**src/rtl/data_mem_stream_master_if.sv**
```systemverilog
`default_nettype none
// ----------------------------------------------------------------------------
// data_mem_stream_master_if : command, memory-port and stream bundle  (Rev 1.0)
// ----------------------------------------------------------------------------
interface data_mem_stream_master_if #(
  parameter int ADDR_W = 16,
  parameter int DATA_W = 16
);
  logic              start;
  logic              op;
  logic [ADDR_W-1:0] base_addr;
  logic [ADDR_W-1:0] stride;
  logic [ADDR_W-1:0] count;
  logic              busy;
  logic              done;
  logic              err;

  logic [ADDR_W-1:0] mem_addr;
  logic [DATA_W-1:0] mem_din;
  logic              mem_we;
  logic [DATA_W-1:0] mem_q;

  logic [DATA_W-1:0] o_data;
  logic              o_valid;
  logic              o_ready;
  logic [DATA_W-1:0] i_data;
  logic              i_valid;
  logic              i_ready;

  modport master (
    input  start, op, base_addr, stride, count, mem_q, o_ready, i_data, i_valid,
    output busy, done, err, mem_addr, mem_din, mem_we, o_data, o_valid, i_ready
  );

  modport slave (
    output start, op, base_addr, stride, count, mem_q, o_ready, i_data, i_valid,
    input  busy, done, err, mem_addr, mem_din, mem_we, o_data, o_valid, i_ready
  );
endinterface
`default_nettype wire

```
**src/rtl/data_mem_stream_master.sv**
```systemverilog
`default_nettype none
// ----------------------------------------------------------------------------
// data_mem_stream_master : strided burst mover between data memory and streams
// Rev 1.0
// ----------------------------------------------------------------------------
module data_mem_stream_master #(
  parameter int ADDR_W     = 16,
  parameter int DATA_W     = 16,
  parameter int MEM_DEPTH  = 1000,
  parameter int FIFO_DEPTH = 4
) (
  input  wire logic                  clk,
  input  wire logic                  rst,
  data_mem_stream_master_if.master   bus
);

  localparam int PTR_W = (FIFO_DEPTH > 1) ? $clog2(FIFO_DEPTH) : 1;
  localparam int CNT_W = PTR_W + 1;
  localparam int OCC_W = CNT_W + 1;
  localparam logic [ADDR_W-1:0] c_MEM_DEPTH  = ADDR_W'(MEM_DEPTH);
  localparam logic [OCC_W-1:0]  c_FIFO_DEPTH = OCC_W'(FIFO_DEPTH);
  localparam logic [ADDR_W-1:0] c_ONE        = ADDR_W'(1);

  typedef enum logic [2:0] {
    S_IDLE     = 3'd0,
    S_RD       = 3'd1,
    S_RD_DRAIN = 3'd2,
    S_WR       = 3'd3,
    S_FIN      = 3'd4
  } state_t;

  state_t              r_state;
  state_t              w_next;

  logic [ADDR_W-1:0]   r_addr;
  logic [ADDR_W-1:0]   r_stride;
  logic [ADDR_W-1:0]   r_remain;
  logic [ADDR_W-1:0]   r_last_addr;
  logic [DATA_W-1:0]   r_last_din;
  logic                r_err;
  logic                r_inflight;

  logic [DATA_W-1:0]   r_fifo [FIFO_DEPTH];
  logic [PTR_W-1:0]    r_wptr;
  logic [PTR_W-1:0]    r_rptr;
  logic [CNT_W-1:0]    r_cnt;

  logic                w_in_range;
  logic                w_last;
  logic [OCC_W-1:0]    w_occ;
  logic                w_space;
  logic                w_o_valid;
  logic                w_pop;
  logic                w_rd_issue;
  logic                w_wr_issue;
  logic                w_i_ready;
  logic                w_abort;

  assign w_in_range = (r_addr < c_MEM_DEPTH);
  assign w_last     = (r_remain == c_ONE);
  // A read in flight already owns a FIFO slot, so it counts toward occupancy.
  assign w_occ      = {1'b0, r_cnt} + OCC_W'(r_inflight);
  assign w_space    = (w_occ < c_FIFO_DEPTH);
  assign w_o_valid  = (r_cnt != '0);
  assign w_pop      = w_o_valid & bus.o_ready;

  always_comb begin
    w_next     = r_state;
    w_rd_issue = 1'b0;
    w_wr_issue = 1'b0;
    w_i_ready  = 1'b0;
    w_abort    = 1'b0;
    case (r_state)
      S_IDLE: begin
        if (bus.start) begin
          if (bus.count == '0) begin
            w_next = S_FIN;
          end else if (bus.op) begin
            w_next = S_WR;
          end else begin
            w_next = S_RD;
          end
        end
      end
      S_RD: begin
        if (!w_in_range) begin
          w_abort = 1'b1;
          w_next  = S_RD_DRAIN;
        end else if (w_space) begin
          w_rd_issue = 1'b1;
          if (w_last) begin
            w_next = S_RD_DRAIN;
          end
        end
      end
      S_RD_DRAIN: begin
        // Leave as the last word is popped so done lands one cycle after it.
        if (!r_inflight && ((r_cnt == '0) || ((r_cnt == CNT_W'(1)) && w_pop))) begin
          w_next = S_FIN;
        end
      end
      S_WR: begin
        if (!w_in_range) begin
          w_abort = 1'b1;
          w_next  = S_FIN;
        end else if (r_remain != '0) begin
          w_i_ready = 1'b1;
          if (bus.i_valid) begin
            w_wr_issue = 1'b1;
            if (w_last) begin
              w_next = S_FIN;
            end
          end
        end
      end
      S_FIN: begin
        w_next = S_IDLE;
      end
      default: begin
        w_next = S_IDLE;
      end
    endcase
  end

  always_ff @(posedge clk or posedge rst) begin
    if (rst) begin
      r_state     <= S_IDLE;
      r_addr      <= '0;
      r_stride    <= '0;
      r_remain    <= '0;
      r_last_addr <= '0;
      r_last_din  <= '0;
      r_err       <= 1'b0;
      r_inflight  <= 1'b0;
    end else begin
      r_state    <= w_next;
      r_inflight <= w_rd_issue;
      if ((r_state == S_IDLE) && bus.start) begin
        r_addr   <= bus.base_addr;
        r_stride <= bus.stride;
        r_remain <= bus.count;
        r_err    <= 1'b0;
      end
      if (w_rd_issue || w_wr_issue) begin
        r_addr      <= r_addr + r_stride;
        r_remain    <= r_remain - c_ONE;
        r_last_addr <= r_addr;
      end
      if (w_wr_issue) begin
        r_last_din <= bus.i_data;
      end
      if (w_abort) begin
        r_err <= 1'b1;
      end
    end
  end

  always_ff @(posedge clk or posedge rst) begin
    if (rst) begin
      r_wptr <= '0;
      r_rptr <= '0;
      r_cnt  <= '0;
    end else begin
      if (r_inflight) begin
        r_wptr <= r_wptr + PTR_W'(1);
      end
      if (w_pop) begin
        r_rptr <= r_rptr + PTR_W'(1);
      end
      case ({r_inflight, w_pop})
        2'b10:   r_cnt <= r_cnt + CNT_W'(1);
        2'b01:   r_cnt <= r_cnt - CNT_W'(1);
        default: r_cnt <= r_cnt;
      endcase
    end
  end

  // Storage needs no reset: occupancy and pointers define what is valid.
  always_ff @(posedge clk) begin
    if (r_inflight) begin
      r_fifo[r_wptr] <= bus.mem_q;
    end
  end

  assign bus.mem_addr = (w_rd_issue || w_wr_issue) ? r_addr : r_last_addr;
  assign bus.mem_din  = w_wr_issue ? bus.i_data : r_last_din;
  assign bus.mem_we   = w_wr_issue;
  assign bus.busy     = (r_state == S_RD) || (r_state == S_RD_DRAIN) || (r_state == S_WR);
  assign bus.done     = (r_state == S_FIN);
  assign bus.err      = (r_state == S_FIN) && r_err;
  assign bus.o_valid  = w_o_valid;
  assign bus.o_data   = r_fifo[r_rptr];
  assign bus.i_ready  = w_i_ready;

endmodule
`default_nettype wire

```
**src/flat_wrapper.sv**
```systemverilog
// flat-port wrapper written by rule: the top's interface ports become plain ports
module data_mem_stream_master_flat 
#(
  parameter int ADDR_W     = 16,
  parameter int DATA_W     = 16,
  parameter int MEM_DEPTH  = 1000,
  parameter int FIFO_DEPTH = 4
)
  (clk, rst, bus_start, bus_op, bus_base_addr, bus_stride, bus_count, bus_mem_q, bus_o_ready, bus_i_data, bus_i_valid, bus_busy, bus_done, bus_err, bus_mem_addr, bus_mem_din, bus_mem_we, bus_o_data, bus_o_valid, bus_i_ready);
  data_mem_stream_master_if #(.ADDR_W(ADDR_W), .DATA_W(DATA_W)) bus_i ();
  input  wire logic clk;
  input  wire logic rst;
  input wire logic [$bits(bus_i.start)-1:0] bus_start;
  input wire logic [$bits(bus_i.op)-1:0] bus_op;
  input wire logic [$bits(bus_i.base_addr)-1:0] bus_base_addr;
  input wire logic [$bits(bus_i.stride)-1:0] bus_stride;
  input wire logic [$bits(bus_i.count)-1:0] bus_count;
  input wire logic [$bits(bus_i.mem_q)-1:0] bus_mem_q;
  input wire logic [$bits(bus_i.o_ready)-1:0] bus_o_ready;
  input wire logic [$bits(bus_i.i_data)-1:0] bus_i_data;
  input wire logic [$bits(bus_i.i_valid)-1:0] bus_i_valid;
  output wire logic [$bits(bus_i.busy)-1:0] bus_busy;
  output wire logic [$bits(bus_i.done)-1:0] bus_done;
  output wire logic [$bits(bus_i.err)-1:0] bus_err;
  output wire logic [$bits(bus_i.mem_addr)-1:0] bus_mem_addr;
  output wire logic [$bits(bus_i.mem_din)-1:0] bus_mem_din;
  output wire logic [$bits(bus_i.mem_we)-1:0] bus_mem_we;
  output wire logic [$bits(bus_i.o_data)-1:0] bus_o_data;
  output wire logic [$bits(bus_i.o_valid)-1:0] bus_o_valid;
  output wire logic [$bits(bus_i.i_ready)-1:0] bus_i_ready;
  assign bus_i.start = bus_start;
  assign bus_i.op = bus_op;
  assign bus_i.base_addr = bus_base_addr;
  assign bus_i.stride = bus_stride;
  assign bus_i.count = bus_count;
  assign bus_i.mem_q = bus_mem_q;
  assign bus_i.o_ready = bus_o_ready;
  assign bus_i.i_data = bus_i_data;
  assign bus_i.i_valid = bus_i_valid;
  assign bus_busy = bus_i.busy;
  assign bus_done = bus_i.done;
  assign bus_err = bus_i.err;
  assign bus_mem_addr = bus_i.mem_addr;
  assign bus_mem_din = bus_i.mem_din;
  assign bus_mem_we = bus_i.mem_we;
  assign bus_o_data = bus_i.o_data;
  assign bus_o_valid = bus_i.o_valid;
  assign bus_i_ready = bus_i.i_ready;
  data_mem_stream_master #(.ADDR_W(ADDR_W), .DATA_W(DATA_W), .MEM_DEPTH(MEM_DEPTH), .FIFO_DEPTH(FIFO_DEPTH)) u_core (.clk(clk), .rst(rst), .bus(bus_i));
endmodule
```
**config.mk**
```make
export PLATFORM = sky130hd
export DESIGN_NAME = data_mem_stream_master_flat
export DESIGN_NICKNAME = d
export VERILOG_FILES = /design/src/rtl/data_mem_stream_master_if.sv /design/src/rtl/data_mem_stream_master.sv /design/src/flat_wrapper.sv
export SDC_FILE = /design/constraint.sdc
export NUM_CORES = 1
export LEC_CHECK = 0
export ABC_AREA = 1
export CAP_MARGIN = 25
export CELL_PAD_IN_SITES_DETAIL_PLACEMENT = 1
export CELL_PAD_IN_SITES_GLOBAL_PLACEMENT = 2
export CORE_UTILIZATION = 34
export CTS_CLUSTER_SIZE = 14
export DETAILED_ROUTE_END_ITERATION = 8
export GPL_TIMING_DRIVEN = 0
export PLACE_DENSITY = 0.88
export SYNTH_ARGS = -nofsm -noshare
export SYNTH_HDL_FRONTEND = slang
export SYNTH_SLANG_ARGS = --single-unit
```
**constraint.sdc**
```tcl
create_clock -name clk -period 9.3 [get_ports clk]
set_input_delay 1.86 -clock clk [delete_from_list [all_inputs] [get_ports clk]]
set_output_delay 1.86 -clock clk [all_outputs]
set_load 0.05 [all_outputs]
```
======== Word-level counts from Yosys, hierarchy flattened ========
Memories as Yosys holds them, arrays and structs flattened.
Index checks and enable logic that the tools add are counted.
W data, S select, Z words.
storage, ports and cells
  input bits .............................. 86
  output and inout port bits .............. 54
  RAM bits ................................ 64
  logic and storage cells ................. 91
  register bits after elaboration ......... 92
  memories ................................ 1
memory list
  memory         words  bits a word  read ports  clocked after memory_dff  write ports  line                          text
  u_core.r_fifo  4      16           1           0                         1            data_mem_stream_master.sv:43  logic [DATA_W-1:0] r_fifo [FIFO_DEPTH];
cells by class
  multiplexer cells ....................... 35
  bitwise gates (word level) .............. 1
  add/sub/neg operators ................... 7
  equal/unequal tests ..................... 15
  $lt $le $gt $ge ......................... 2
  reduce and logical (&&, ||, !) cells .... 19
operators by type and width
  cell                     count
  $mux W16                 6
  $mux W3                  10
  $add A16 B16 Y16         1
  $eq A16 B1 Y1 const B    1
  $logic_not A16 Y1        1
  $lt A16 B10 Y1 const B   1
  $mux W1                  16
  $reduce_bool A16 Y1      1
  $sub A16 B1 Y16 const B  1
  $ne A3 B3 Y1 const B     5
  $pmux W3 S4              1
  $reduce_and A7 Y1        1
  $eq A3 B1 Y1 const B     2
  $eq A3 B2 Y1 const B     2
  $logic_not A3 Y1         2
  $pmux W3 S2              1
  $reduce_bool A2 Y1       3
  $add A2 B1 Y2 const B    2
  $add A3 B1 Y4            1
  $logic_and A1 B1 Y1      4
  $logic_or A1 B1 Y1       4
  $lt A4 B3 Y1 const B     1
  $add A3 B1 Y3 const B    1
  $eq A3 B3 Y1 const B     1
  10 further kinds         10

======== Longest topological paths before layout ========
  depth after elaboration ................. 7
  depth in mapped cells ................... 13
  depth with buffers taken out ............ 13

======== Worst setup path before layout ========
OpenSTA, ideal clock, no wires.
  path kind ............................... input -> output
  start point ............................. input bus_i_valid
  end point ............................... output bus_mem_addr[10]
  path slack .............................. 4.599 ns
  buffers on the path ..................... 1
  arrival time ............................ 2.841 ns
  stages on the path ...................... 4
  cells stage by stage .................... nand2_2 > o21ai_4 > buf_6 > nor2_1
between the ends
  word-level cells in the longest chain between the ends .. 6
RTL lines
  element             line                           text
  from (decl)         flat_wrapper.sv:21             input wire logic [$bits(bus_i.i_valid)-1:0] bus_i_valid;
  $mux W1             data_mem_stream_master.sv:108  if (bus.i_valid) begin
  $mux W1             data_mem_stream_master.sv:106  end else if (r_remain != '0) begin
  $mux W1             data_mem_stream_master.sv:103  if (!w_in_range) begin
  $mux W1             data_mem_stream_master.sv:73   case (r_state)
  $logic_or A1 B1 Y1  data_mem_stream_master.sv:185  assign bus.mem_addr = (w_rd_issue || w_wr_issue) ? r_addr : r_last_addr;
  $mux W16            data_mem_stream_master.sv:185
  to (decl)           flat_wrapper.sv:25             output wire logic [$bits(bus_i.mem_addr)-1:0] bus_mem_addr;
Every way passes these cells.

======== Worst setup path after layout ========
  start point ............................. input bus_i_valid
  end point ............................... output bus_mem_addr[5]
The elaborated chain is that of the path after synthesis.

==> impl_metrics.csv <==
group,metric,value,unit
grt,gr-usage-all-layers,20.43,%
timing,fin_setup_tns,0,ns
clock_tree,cts_inserted_buffers,17,
route,vias,6778,
worst_setup_path,crit_path_end_kind,"primary output",
finish,diodes,0,
worst_setup_path,worst-setup-path-type,"primary input to primary output",
route,wirelength,23.67,mm
floorplanning,rows,56,
route,viasPerCell,4.743,
logic_synthesis,yosysUniqueCellTypes,39,
place,portBuffers,139,
run,drv_cap,0,
route,ant_nets,0,
timing,final_max_slew_viol_count,0,
worst_setup_path,cp_max_fo,10,
floorplanning,die_h,156.1,um
finish,nNetsFinal,1210,
logic_synthesis,ys_seq_elements,156,
logic_synthesis,yosysSeqAreaShare,52.30,%
status,status,"complete, no violations",
grt,grt_max_degree,67,
place,place_area,0.009897,sq mm
logic_synthesis,synth-async-reset-ratio,58.97,%
logic_synthesis,syn_area,0.008076,sq mm
timing,max_freq,164.3,MHz
clock_tree,htreeDepth,4,
clock_tree,clk_path_buf_depth,2,
logic_synthesis,yosysMostFrequentCell,"nand2_1",
logic_synthesis,synthesis.nets,1051,
logic_synthesis,ys.flop_type,"dfrtp_1",
clock_tree,postCtsHoldBufs,0,
logic_synthesis,synth_area_per_cell,8.610,sq um
clock_tree,post_cts_buffers,0,
power_and_ir_drop,vdd_drop_max,0.0001353,V
clock_tree,cts_root_buf,"clkbuf_16",
finish,drive_gt1_share,7.027,%
floorplanning,die-area,0.02438,sq mm
clock_tree,post_cts_resized,0,
finish,final_cell_area,0.01051,sq mm
finish,synthToLayoutAreaGrowth,30.08,%
logic_synthesis,netlist_top_cells_count,"269 x nand2_1, 113 x inv_1, 93 x nor2_1",
worst_setup_path,r2r_slack,7.23,ns
timing,rsz0062_at_grt,"no",
place,hpwl,17.59,mm
clock_tree,clock_latency,0.44,ns
timing,fin_crit,6.086,ns
clock_tree,path_clk_slew,0.07,ns
floorplanning,start_util,34.51,%
timing,fin_skew,0.01153,ns
route,avgRoutedWirePerCell,16.56,um
timing,setup_viol,0,
timing,tightest_slew,0.7066,ns
logic_synthesis,yosysWarnings,0,
grt,grt_pass1_vias,7092,
route,first_pass_iters,5,
power_and_ir_drop,p_leak,4.725,nW
floorplanning,die-width,156.1,um
grt,grt_pass1_wl,37.67,mm
logic_synthesis,synth_top_cell_by_area,"dfrtp_1",
clock_tree,clock-sinks,156,
route,drtIter0Drc,386,
grt,antenna_found_initial,0,
clock_tree,cts_tree,"done",
timing,relSlewSlack,52.84,%
logic_synthesis,synth_edf_count,64,
worst_setup_path,cp.arrival,4.23,ns
worst_setup_path,start_kind,"primary input",
grt,grt-ovfl-total,0,
logic_synthesis,netlist.area_leader.share,28.51,%
route,post-route-drc-count,0,
floorplanning,num_io_pins,140,
timing,hold_viol_final,0,
floorplanning,coreArea,0.02340,sq mm
hold_path,min_path_type,"flip-flop to flip-flop",
timing,period_share,65.44,%
power_and_ir_drop,cellPowerDensity,343.7,mW/mm^2
logic_synthesis,ys_top_cells_by_area,"dfrtp_1 29%, edfxtp_1 24%, nand2_1 13%, inv_1 5.3%, nor2_1 4.3%",
place,routabilityCongestion,0.8271,
worst_setup_path,critPathRequiredTime,7.44,ns
logic_synthesis,syn_inst,938,
==> placed cells by master, fill, tap and decap left out, drive strengths merged, types with 4 or more instances in the layout <==
master / n
ha: 26
xnor2: 9
edfxtp: 64
xor2: 17
o21ai: 60
clkinv: 6
nor3: 4
nand4: 36
nand3: 66
o22ai: 17
a21oi: 11
clkdlybuf4s50: 139
dfrtp: 92
inv: 124
nand2: 275
nor2: 100
buf: 23
clkbuf: 31
==> per-stage QoR <==
step	instances	total power, W	util (%)	hold WS (ns)	worst slack, ns
2_1_floorplan	938	0.002313	-	0.4553	4.599
3_3_place_gp	1396	0.002877	42.16	0.4733	3.230
3_5_place_dp	1397	0.002914	42.29	0.4789	3.243
4_1_cts	1429	0.003651	44.89	0.4952	3.222
5_1_grt	1429	0.003873	44.89	0.5100	3.170
6_report	1429	0.003611	44.89	0.4891	3.214
==> final timing paths <==
check                                          to  depth (start not counted)                   start
max in group asynchronous     u_core.r_remain[15]                          3                     rst
max reg2reg                 u_core.r_last_addr[5]                         10      u_core.r_remain[0]
min in group asynchronous      u_core.r_stride[5]                          2                     rst
min reg2reg                u_core.r_last_addr[11]                          2  u_core.r_last_addr[11]
min                        u_core.r_last_addr[11]                          2  u_core.r_last_addr[11]
max                               bus_mem_addr[5]                          7             bus_i_valid
==> layer usage <==
layer | global-route usage (%) | share of wire (%) | vias up
met5 | 0 | 0 | -
met4 | 5.509 | 1.3 | 0
met3 | 3.250 | 3.3 | 17
met2 | 35.44 | 50 | 132
met1 | 26.29 | 45 | 3267
li1 | - | - | 3362
==> sequential cells by signal (all words and copies together), names as in the netlist <==
signal and cells:
u_core.r_fifo 64, u_core.r_last_addr 16, u_core.r_state 3, u_core.r_inflight 1
u_core.r_err 1, u_core.r_cnt 3, u_core.r_wptr 2, u_core.r_rptr 2
u_core.r_remain 16, u_core.r_addr 16, u_core.r_last_din 16, u_core.r_stride 16
==> critical path: stages <==
cell and delay, ns:
clkdlybuf4s50_1 0.59, nand2_2 0.12, o21ai_4 0.34, buf_6 0.22, nor2_1 0.06, a21oi_2 0.18, clkdlybuf4s50_1 0.84
==> layout make-up <==
type | instances | area [sq um]
clock inverters | 15 | 183.9
multi-input cells | 631 | 3197
plain buffers | 36 | 224.0
fillers | 2811 | 12900
flip-flops and latches | 156 | 4224
inverters | 115 | 434.2
well taps | 319 | 399.1
repair buffers | 140 | 1419
clock buffers | 17 | 425.4
==> logic make-up (layout without fill, tap and decap cells) <==
group | count (synthesis) | in the layout | share of synthesized area [%]
XOR/XNOR | 26 | 26 | 2.820
adder cells (fa/ha/maj) | 27 | 27 | 4.276
AO/OA/AOI/OAI | 88 | 88 | 5.902
AND/OR/NAND/NOR | 490 | 490 | 26.58
buffers and inverters | 151 | 323 | 8.118
flip-flops | 156 | 156 | 52.30
==> power by group <==
| part | internal [W] | switching, W | total, W |
|---|---|---|---|
| sequential | 0.000891 | 0.000153 | 0.00104 |
| combinational | 0.000628 | 0.00122 | 0.00185 |
| clock | 0.000367 | 0.000347 | 0.000715 |
Power figures use the tool's default switching activity.
